$ cat config.mk
export PLATFORM = sky130hd
export DESIGN_NAME = joy_db15_tx
export DESIGN_NICKNAME = d
export VERILOG_FILES = /design/src/rtl/joy_db15_pkg.sv /design/src/rtl/sync_edge.sv /design/src/rtl/joy_db15_tx.sv
export SDC_FILE = /design/constraint.sdc
export NUM_CORES = 1
export LEC_CHECK = 0
export BUFFER_PORTS_ARGS = -buffer_cell sky130_fd_sc_hd__buf_2
export CAP_MARGIN = 25
export CORE_AREA = 2 2 100 63
export CTS_CLUSTER_DIAMETER = 200
export CTS_CLUSTER_SIZE = 28
export DETAILED_ROUTE_END_ITERATION = 8
export DIE_AREA = 0 0 102 65
export GPL_ROUTABILITY_DRIVEN = 0
export GPL_TIMING_DRIVEN = 0
export HOLD_SLACK_MARGIN = 0.05
export PLACE_DENSITY_LB_ADDON = 0.2
export SYNTH_ARGS = -nofsm -noshare
export SYNTH_HDL_FRONTEND = slang
export SYNTH_HIERARCHICAL = 1
export SYNTH_SLANG_ARGS = --single-unit
$ cat constraint.sdc
create_clock -name CLK -period 4.5 [get_ports CLK]
set_input_delay 0.225 -clock CLK [delete_from_list [all_inputs] [get_ports CLK]]
set_output_delay 0.225 -clock CLK [all_outputs]
set_load 0.05 [all_outputs]
$ cat src/rtl/joy_db15_pkg.sv
// Shared definitions for the DB15 joystick link, used by the joy_db15 reader
// and by the joy_db15_tx device-side emulator.
package joy_db15_pkg;

   localparam int FRAME_BITS = 24;
   localparam int BTN_BITS   = 12;

   // Button word bit indices, {S,L,F,E,D,C,B,A,U,D,L,R}; BTN_S goes first on the wire
   localparam int BTN_R  = 0;
   localparam int BTN_LF = 1;
   localparam int BTN_DN = 2;
   localparam int BTN_UP = 3;
   localparam int BTN_A  = 4;
   localparam int BTN_B  = 5;
   localparam int BTN_C  = 6;
   localparam int BTN_D  = 7;
   localparam int BTN_E  = 8;
   localparam int BTN_F  = 9;
   localparam int BTN_L  = 10;
   localparam int BTN_S  = 11;

   localparam logic WIRE_ACTIVE = 1'b0;
   localparam logic WIRE_IDLE   = ~WIRE_ACTIVE;

   function automatic logic [2*BTN_BITS-1:0] to_wire(input logic [BTN_BITS-1:0] p1,
                                                      input logic [BTN_BITS-1:0] p2);
      return WIRE_ACTIVE ? {p1, p2} : ~{p1, p2};
   endfunction

endpackage

$ cat src/rtl/sync_edge.sv
// Two-flop synchronizer for an asynchronous host strobe plus an edge-detect flop.
module sync_edge #(
   parameter logic PRESET = 1'b1
) (
   input  logic clk,
   input  logic rst,
   input  logic async_in,
   output logic level,
   output logic rise,
   output logic fall
);

   logic meta_q;
   logic sync_q;
   logic prev_q;

   always_ff @(posedge clk or posedge rst) begin
      if (rst) begin
         meta_q <= PRESET;
         sync_q <= PRESET;
         prev_q <= PRESET;
      end else begin
         meta_q <= async_in;
         sync_q <= meta_q;
         prev_q <= sync_q;
      end
   end

   assign level = sync_q;
   assign rise  = sync_q & ~prev_q;
   assign fall  = ~sync_q & prev_q;

endmodule

$ cat src/rtl/joy_db15_tx.sv
// DB15 joystick adapter emulator: loads two button words on JOY_LOAD low and
// shifts them out MSB-first on JOY_DATA, one bit per JOY_CLK rising edge.
module joy_db15_tx #(
   parameter int FRAME_BITS   = joy_db15_pkg::FRAME_BITS,
   parameter int IDLE_TIMEOUT = 1 << 20
) (
   input  logic        CLK,
   input  logic        RESET,
   input  logic [11:0] joystick1,
   input  logic [11:0] joystick2,
   input  logic        JOY_LOAD,
   input  logic        JOY_CLK,
   output logic        JOY_DATA,
   output logic        frame_done,
   output logic        overrun,
   output logic        link_idle
);

   import joy_db15_pkg::*;

   localparam int CNT_W  = $clog2(FRAME_BITS + 2);
   localparam int IDLE_W = $clog2(IDLE_TIMEOUT + 1);

   localparam logic [CNT_W-1:0]  CNT_LAST = CNT_W'(FRAME_BITS - 1);
   localparam logic [CNT_W-1:0]  CNT_FULL = CNT_W'(FRAME_BITS);
   localparam logic [CNT_W-1:0]  CNT_SAT  = CNT_W'(FRAME_BITS + 1);
   localparam logic [IDLE_W-1:0] IDLE_MAX = IDLE_W'(IDLE_TIMEOUT);

   logic                  ld_lvl, ld_rise, ld_fall;
   logic                  clk_lvl, clk_rise, clk_fall;
   logic [FRAME_BITS-1:0] sr;
   logic [CNT_W-1:0]      bit_cnt;
   logic [IDLE_W-1:0]     idle_cnt;
   logic                  unused_edges;

   sync_edge #(.PRESET(1'b1)) u_load_sync (
      .clk      (CLK),
      .rst      (RESET),
      .async_in (JOY_LOAD),
      .level    (ld_lvl),
      .rise     (ld_rise),
      .fall     (ld_fall)
   );

   sync_edge #(.PRESET(1'b1)) u_clk_sync (
      .clk      (CLK),
      .rst      (RESET),
      .async_in (JOY_CLK),
      .level    (clk_lvl),
      .rise     (clk_rise),
      .fall     (clk_fall)
   );

   assign unused_edges = &{1'b0, ld_rise, clk_lvl, clk_fall};

   // Load level has priority, so a shift edge seen while load is low is dropped
   always_ff @(posedge CLK or posedge RESET) begin
      if (RESET) begin
         sr         <= '1;
         bit_cnt    <= '0;
         frame_done <= 1'b0;
         overrun    <= 1'b0;
      end else begin
         frame_done <= 1'b0;
         if (!ld_lvl) begin
            sr      <= to_wire(joystick1, joystick2);
            bit_cnt <= '0;
            overrun <= 1'b0;
         end else if (clk_rise) begin
            sr <= {sr[FRAME_BITS-2:0], WIRE_IDLE};
            if (bit_cnt != CNT_SAT)
               bit_cnt <= bit_cnt + CNT_W'(1);
            if (bit_cnt == CNT_LAST)
               frame_done <= 1'b1;
            if (bit_cnt >= CNT_FULL)
               overrun <= 1'b1;
         end
      end
   end

   always_ff @(posedge CLK or posedge RESET) begin
      if (RESET)
         idle_cnt <= '0;
      else if (ld_fall)
         idle_cnt <= '0;
      else if (idle_cnt != IDLE_MAX)
         idle_cnt <= idle_cnt + IDLE_W'(1);
   end

   assign link_idle = (idle_cnt >= IDLE_MAX);
   assign JOY_DATA  = sr[FRAME_BITS-1];

endmodule

Word level (Yosys, flattened, before mapping)
Cells that the tools add are included.
{"block": "word_totals", "reg_bits": 58, "out_inout_bits": 4, "elab_cells": 42}
{"block": "op_classes", "n_addsub": 2, "n_lt_le_gt_ge": 2, "n_eq_ne": 6, "muxes": 13, "n_bitwise": 5, "reduce_logical": 3}
{"operator": "24-bit two-way mux", "n": 2}
{"operator": "21-bit two-way mux", "n": 2}
{"operator": "24-bit NOT", "n": 1}
{"operator": "21-bit by 1-bit adder with 21-bit output, second input constant", "n": 1}
{"operator": "21-bit >= comparator, second input constant", "n": 1}
{"operator": "21-bit != test, second input constant", "n": 1}
{"operator": "5-bit two-way mux", "n": 3}
{"operator": "1-bit two-way mux", "n": 6}
{"operator": "2-bit != test, second input constant", "n": 3}
{"operator": "5-bit by 1-bit adder with 5-bit output, second input constant", "n": 1}
{"operator": "5-bit equality test, second input constant", "n": 1}
{"operator": "5-bit >= comparator, second input constant", "n": 1}
{"operator": "5-bit != test, second input constant", "n": 1}
{"operator": "2-bit AND reduction", "n": 2}
{"operator": "1-bit bitwise AND", "n": 2}
{"operator": "1-bit NOT", "n": 2}
{"operator": "2-bit nonzero test", "n": 1}

Logic depth before layout (Yosys ltp)
{"block": "logic_depth", "word_depth": 4, "mapped_depth": 6, "depth_no_buf": 6}

Modules after synthesis
Netlist, hierarchy kept.
{"module": "joy_db15_tx", "instances": 1, "cells_per_inst": 232, "area_each_um2": 2602.5, "seq_area_each_um2": 1331.3}
{"module": "sync_edge", "instances": 2, "cells_per_inst": 6, "area_each_um2": 97.6, "seq_area_each_um2": 78.8}

Worst setup path before layout
Ideal clock, no wire load.
{"block": "synth_path", "path_type": "flip-flop to flip-flop", "start": "register idle_cnt[0]", "end": "register idle_cnt[20]", "setup_time_ps": 78, "arrival_ps": 1801, "path_slack_ps": 2621, "stages_incl_launch_ff": 7, "path_buffers": 1, "synth_period_minus_slack_ps": 1879, "cell_sequence": "dfrtp_1 > ha_1 > nand3_1 > or3_1 > clkbuf_2 > or4_1 > a21oi_1"}
{"block": "synth_via", "elab_chain_len": 3}
{"item": "start: declaration", "line": "joy_db15_tx.sv:33", "rtl": "logic [IDLE_W-1:0] idle_cnt;"}
{"item": "start signal: assignment", "line": "joy_db15_tx.sv:87", "rtl": "idle_cnt <= idle_cnt + IDLE_W'(1);"}
{"item": "21-bit by 1-bit adder with 21-bit output", "line": "joy_db15_tx.sv:87"}
{"item": "21-bit two-way mux", "line": "joy_db15_tx.sv:86", "rtl": "else if (idle_cnt != IDLE_MAX)"}
{"item": "21-bit two-way mux", "line": "joy_db15_tx.sv:84", "rtl": "else if (ld_fall)"}
Several ways; a longest one is shown, not always the timed one. The select of a mux whose other input is x is not followed.
A chain may end at the register's enable or synchronous reset.

Worst setup path after layout
Ends and elaborated chain as after synthesis.

==> impl_metrics.csv <==
group,metric,value,unit
detailed_routing,drt_iter0_markers,108,
cts,clk_path_buf_depth,2,
detailed_routing,first_pass_iters,4,
global_route,grtUsageTotal,0.189,
critical_path,rr_worst_depth,6,
power,swShare,0.241,
timing,period_share,0.483,
detailed_routing,routedWlPerCell,13.7,um
layout,final_area,3550,um^2
detailed_routing,vias,2008,
hold_path,holdPathStages,0,
cts,ctsRootBufferMaster,"clkbuf_8",
power,clockPowerShare,0.404,
layout,fillers,485,
floorplanning,die_area,6630,um^2
cts,numCtsBuffers,9,
critical_path,cp_max_fo,8,
layout,drive_above_1_share,0.262,
critical_path,required,4.76,ns
cts,cts_tree,"built",
synth,synthCells,242,
status,status,"completed",
floorplanning,num_io_pins,32,
timing,tns,0,ns
global_route,grt_pass1_vias,1992,
critical_path,critPathKind,"reg2reg",
layout,final_common_cell,"mux2i_1",
layout,area_delta_synth_final,27.6,%
run,drv_cap,0,
placed_design,dp_hpwl,3.70,mm
synth,syn_avg_cell_area,11.5,um^2
critical_path,worstSetupEndpointType,"flop",
power,seqPwrFrac,0.479,
synth,syn_nets,275,
layout,nets,345,
detailed_routing,dr_wl_met3,293,um
timing,finalHoldViolCount,0,
detailed_routing,top_layer,"met4",
floorplanning,start_util,0.477,
detailed_routing,via_per_inst,5.01,
synth,synth_area,2780,um^2
cts,cts_sinks,58,
critical_path,arrival,2.44,ns
global_route,grt_pass1_wl,9.38,mm
global_route,grt_max_degree,28,
synth,synth_warnings,6,
detailed_routing,wl,5.50,mm
cts,clkTransAtPathRegs,0.06,ns
hold_path,hold_path.class,"reg2reg",
timing,fmax,460,MHz
power,p_switching,0.000314,W
cts,clock_latency,0.34,ns
timing,rsz0062_at_grt,"no",
placed_design,port_buffers,31,
placed_design,place_area,3060,um^2
detailed_routing,final_antenna_net_count,0,
floorplanning,core,5840,um^2
floorplanning,dieWidth,102,um
detailed_routing,wl_met1,2.85,mm
floorplanning,fp.dieH,65,um
detailed_routing,route.detailed.drc,0,
floorplanning,rows,22,
detailed_routing,dr_wl_met2,2.27,mm
critical_path,start_kind,"flop",
power,pwr_density_cell,367,nW/um^2
timing,tightest_slew,0.753,ns
timing,setup_viol,0,
global_route,grt_antenna_before_repair,0,
timing,maxSlewViolCount,0,
timing,skew,0.00399,ns
power,p_leak,1.55,nW
layout,diodes,0,
power,p_total,0.00130,W
global_route,overflow,0,
cts,htreeDepth,3,
layout,final_cell_mix,"mux2i_1 (47), buf_2 (31), dfstp_2 (30), dfrtp_1 (28), dlygate4sd3_1 (27)",
power,peakVddDrop,189,uV
layout,fin_util,0.608,
power,internal-power,0.000989,W
timing,min_period,2.17,ns
power,pwr-share-comb,0.117,
timing,slew-limit-headroom,0.498,
-- path summary, 6_finish.rpt --
path / startpoint / to / slack [ns]
worst max-delay path: idle_cnt[0] / idle_cnt[20] / 2.33
worst min-delay path: u_load_sync/meta_q / u_load_sync/level / 0.36
worst max register to register: idle_cnt[0] / idle_cnt[20] / 2.33
worst min register to register: u_load_sync/meta_q / u_load_sync/level / 0.36
max in group asynchronous: RESET / sr[23] / 3.40
min in group asynchronous: RESET / bit_cnt[4] / 0.50
-- power groups by stage --
stage,Sequential [W],Clock (W),Combinational [W]
6_report,0.000623,0.000526,0.000153
5_1_grt,0.000631,0.000563,0.000171
4_1_cts,0.000623,0.000539,0.000154
3_5_place_dp,0.000631,0,0.000135
3_3_place_gp,0.000630,0,0.000131
2_1_floorplan,0.000625,0,0.0000957
-- sequential cells by signal, indices dropped and copies added (netlist names) --
name and flops:
u_clk_sync/meta_q 1, idle_cnt 21, frame_done 1, u_clk_sync/level 1, u_load_sync/meta_q 1, overrun 1, bit_cnt 5, u_load_sync/prev_q 1
sr 24, u_clk_sync/prev_q 1, u_load_sync/level 1
-- final cells by class --
class / instances / area (um^2) / area share
clock inverters: 6 / 80.1 / 0.0226
multi-input cells: 162 / 1210 / 0.341
plain buffers: 12 / 46.3 / 0.0130
clock buffers: 10 / 138 / 0.0388
well taps: 84 / 105 / 0.0296
flip-flops and latches: 58 / 1490 / 0.419
inverters: 10 / 37.5 / 0.0106
repair buffers: 59 / 445 / 0.125
-- worst max-delay path: stages (launching register included) --
cell	delay [ns]
dfrtp_1	0.45
ha_1	0.21
nand3_1	0.25
or3_1	0.40
clkbuf_2	0.16
or4_1	0.47
a21oi_1	0.15
-- what timing repair did --
item                                    CTS  global route
endpoints found under the setup margin    0             0
gates resized for setup                   0             0
hold endpoints to repair                 34             0
buffers inserted                          0             0
hold buffers                             27             0
-- metrics by stage --
step / hold WS [ns] / std cells / setup WS, ns
2_1_floorplan: 0.158 / 242 / 2.62
6_report: 0.357 / 401 / 2.33
3_5_place_dp: 0.309 / 358 / 2.37
4_1_cts: 0.358 / 401 / 2.35
5_1_grt: 0.358 / 401 / 2.16
3_3_place_gp: 0.301 / 357 / 2.25
-- layer usage --
layer  GRT usage  up-vias
met5           0        -
met4      0.0717        0
met3      0.0680        8
met2       0.261       40
met1       0.270      967
li1            -      993
Power figures use the tool's default switching activity.
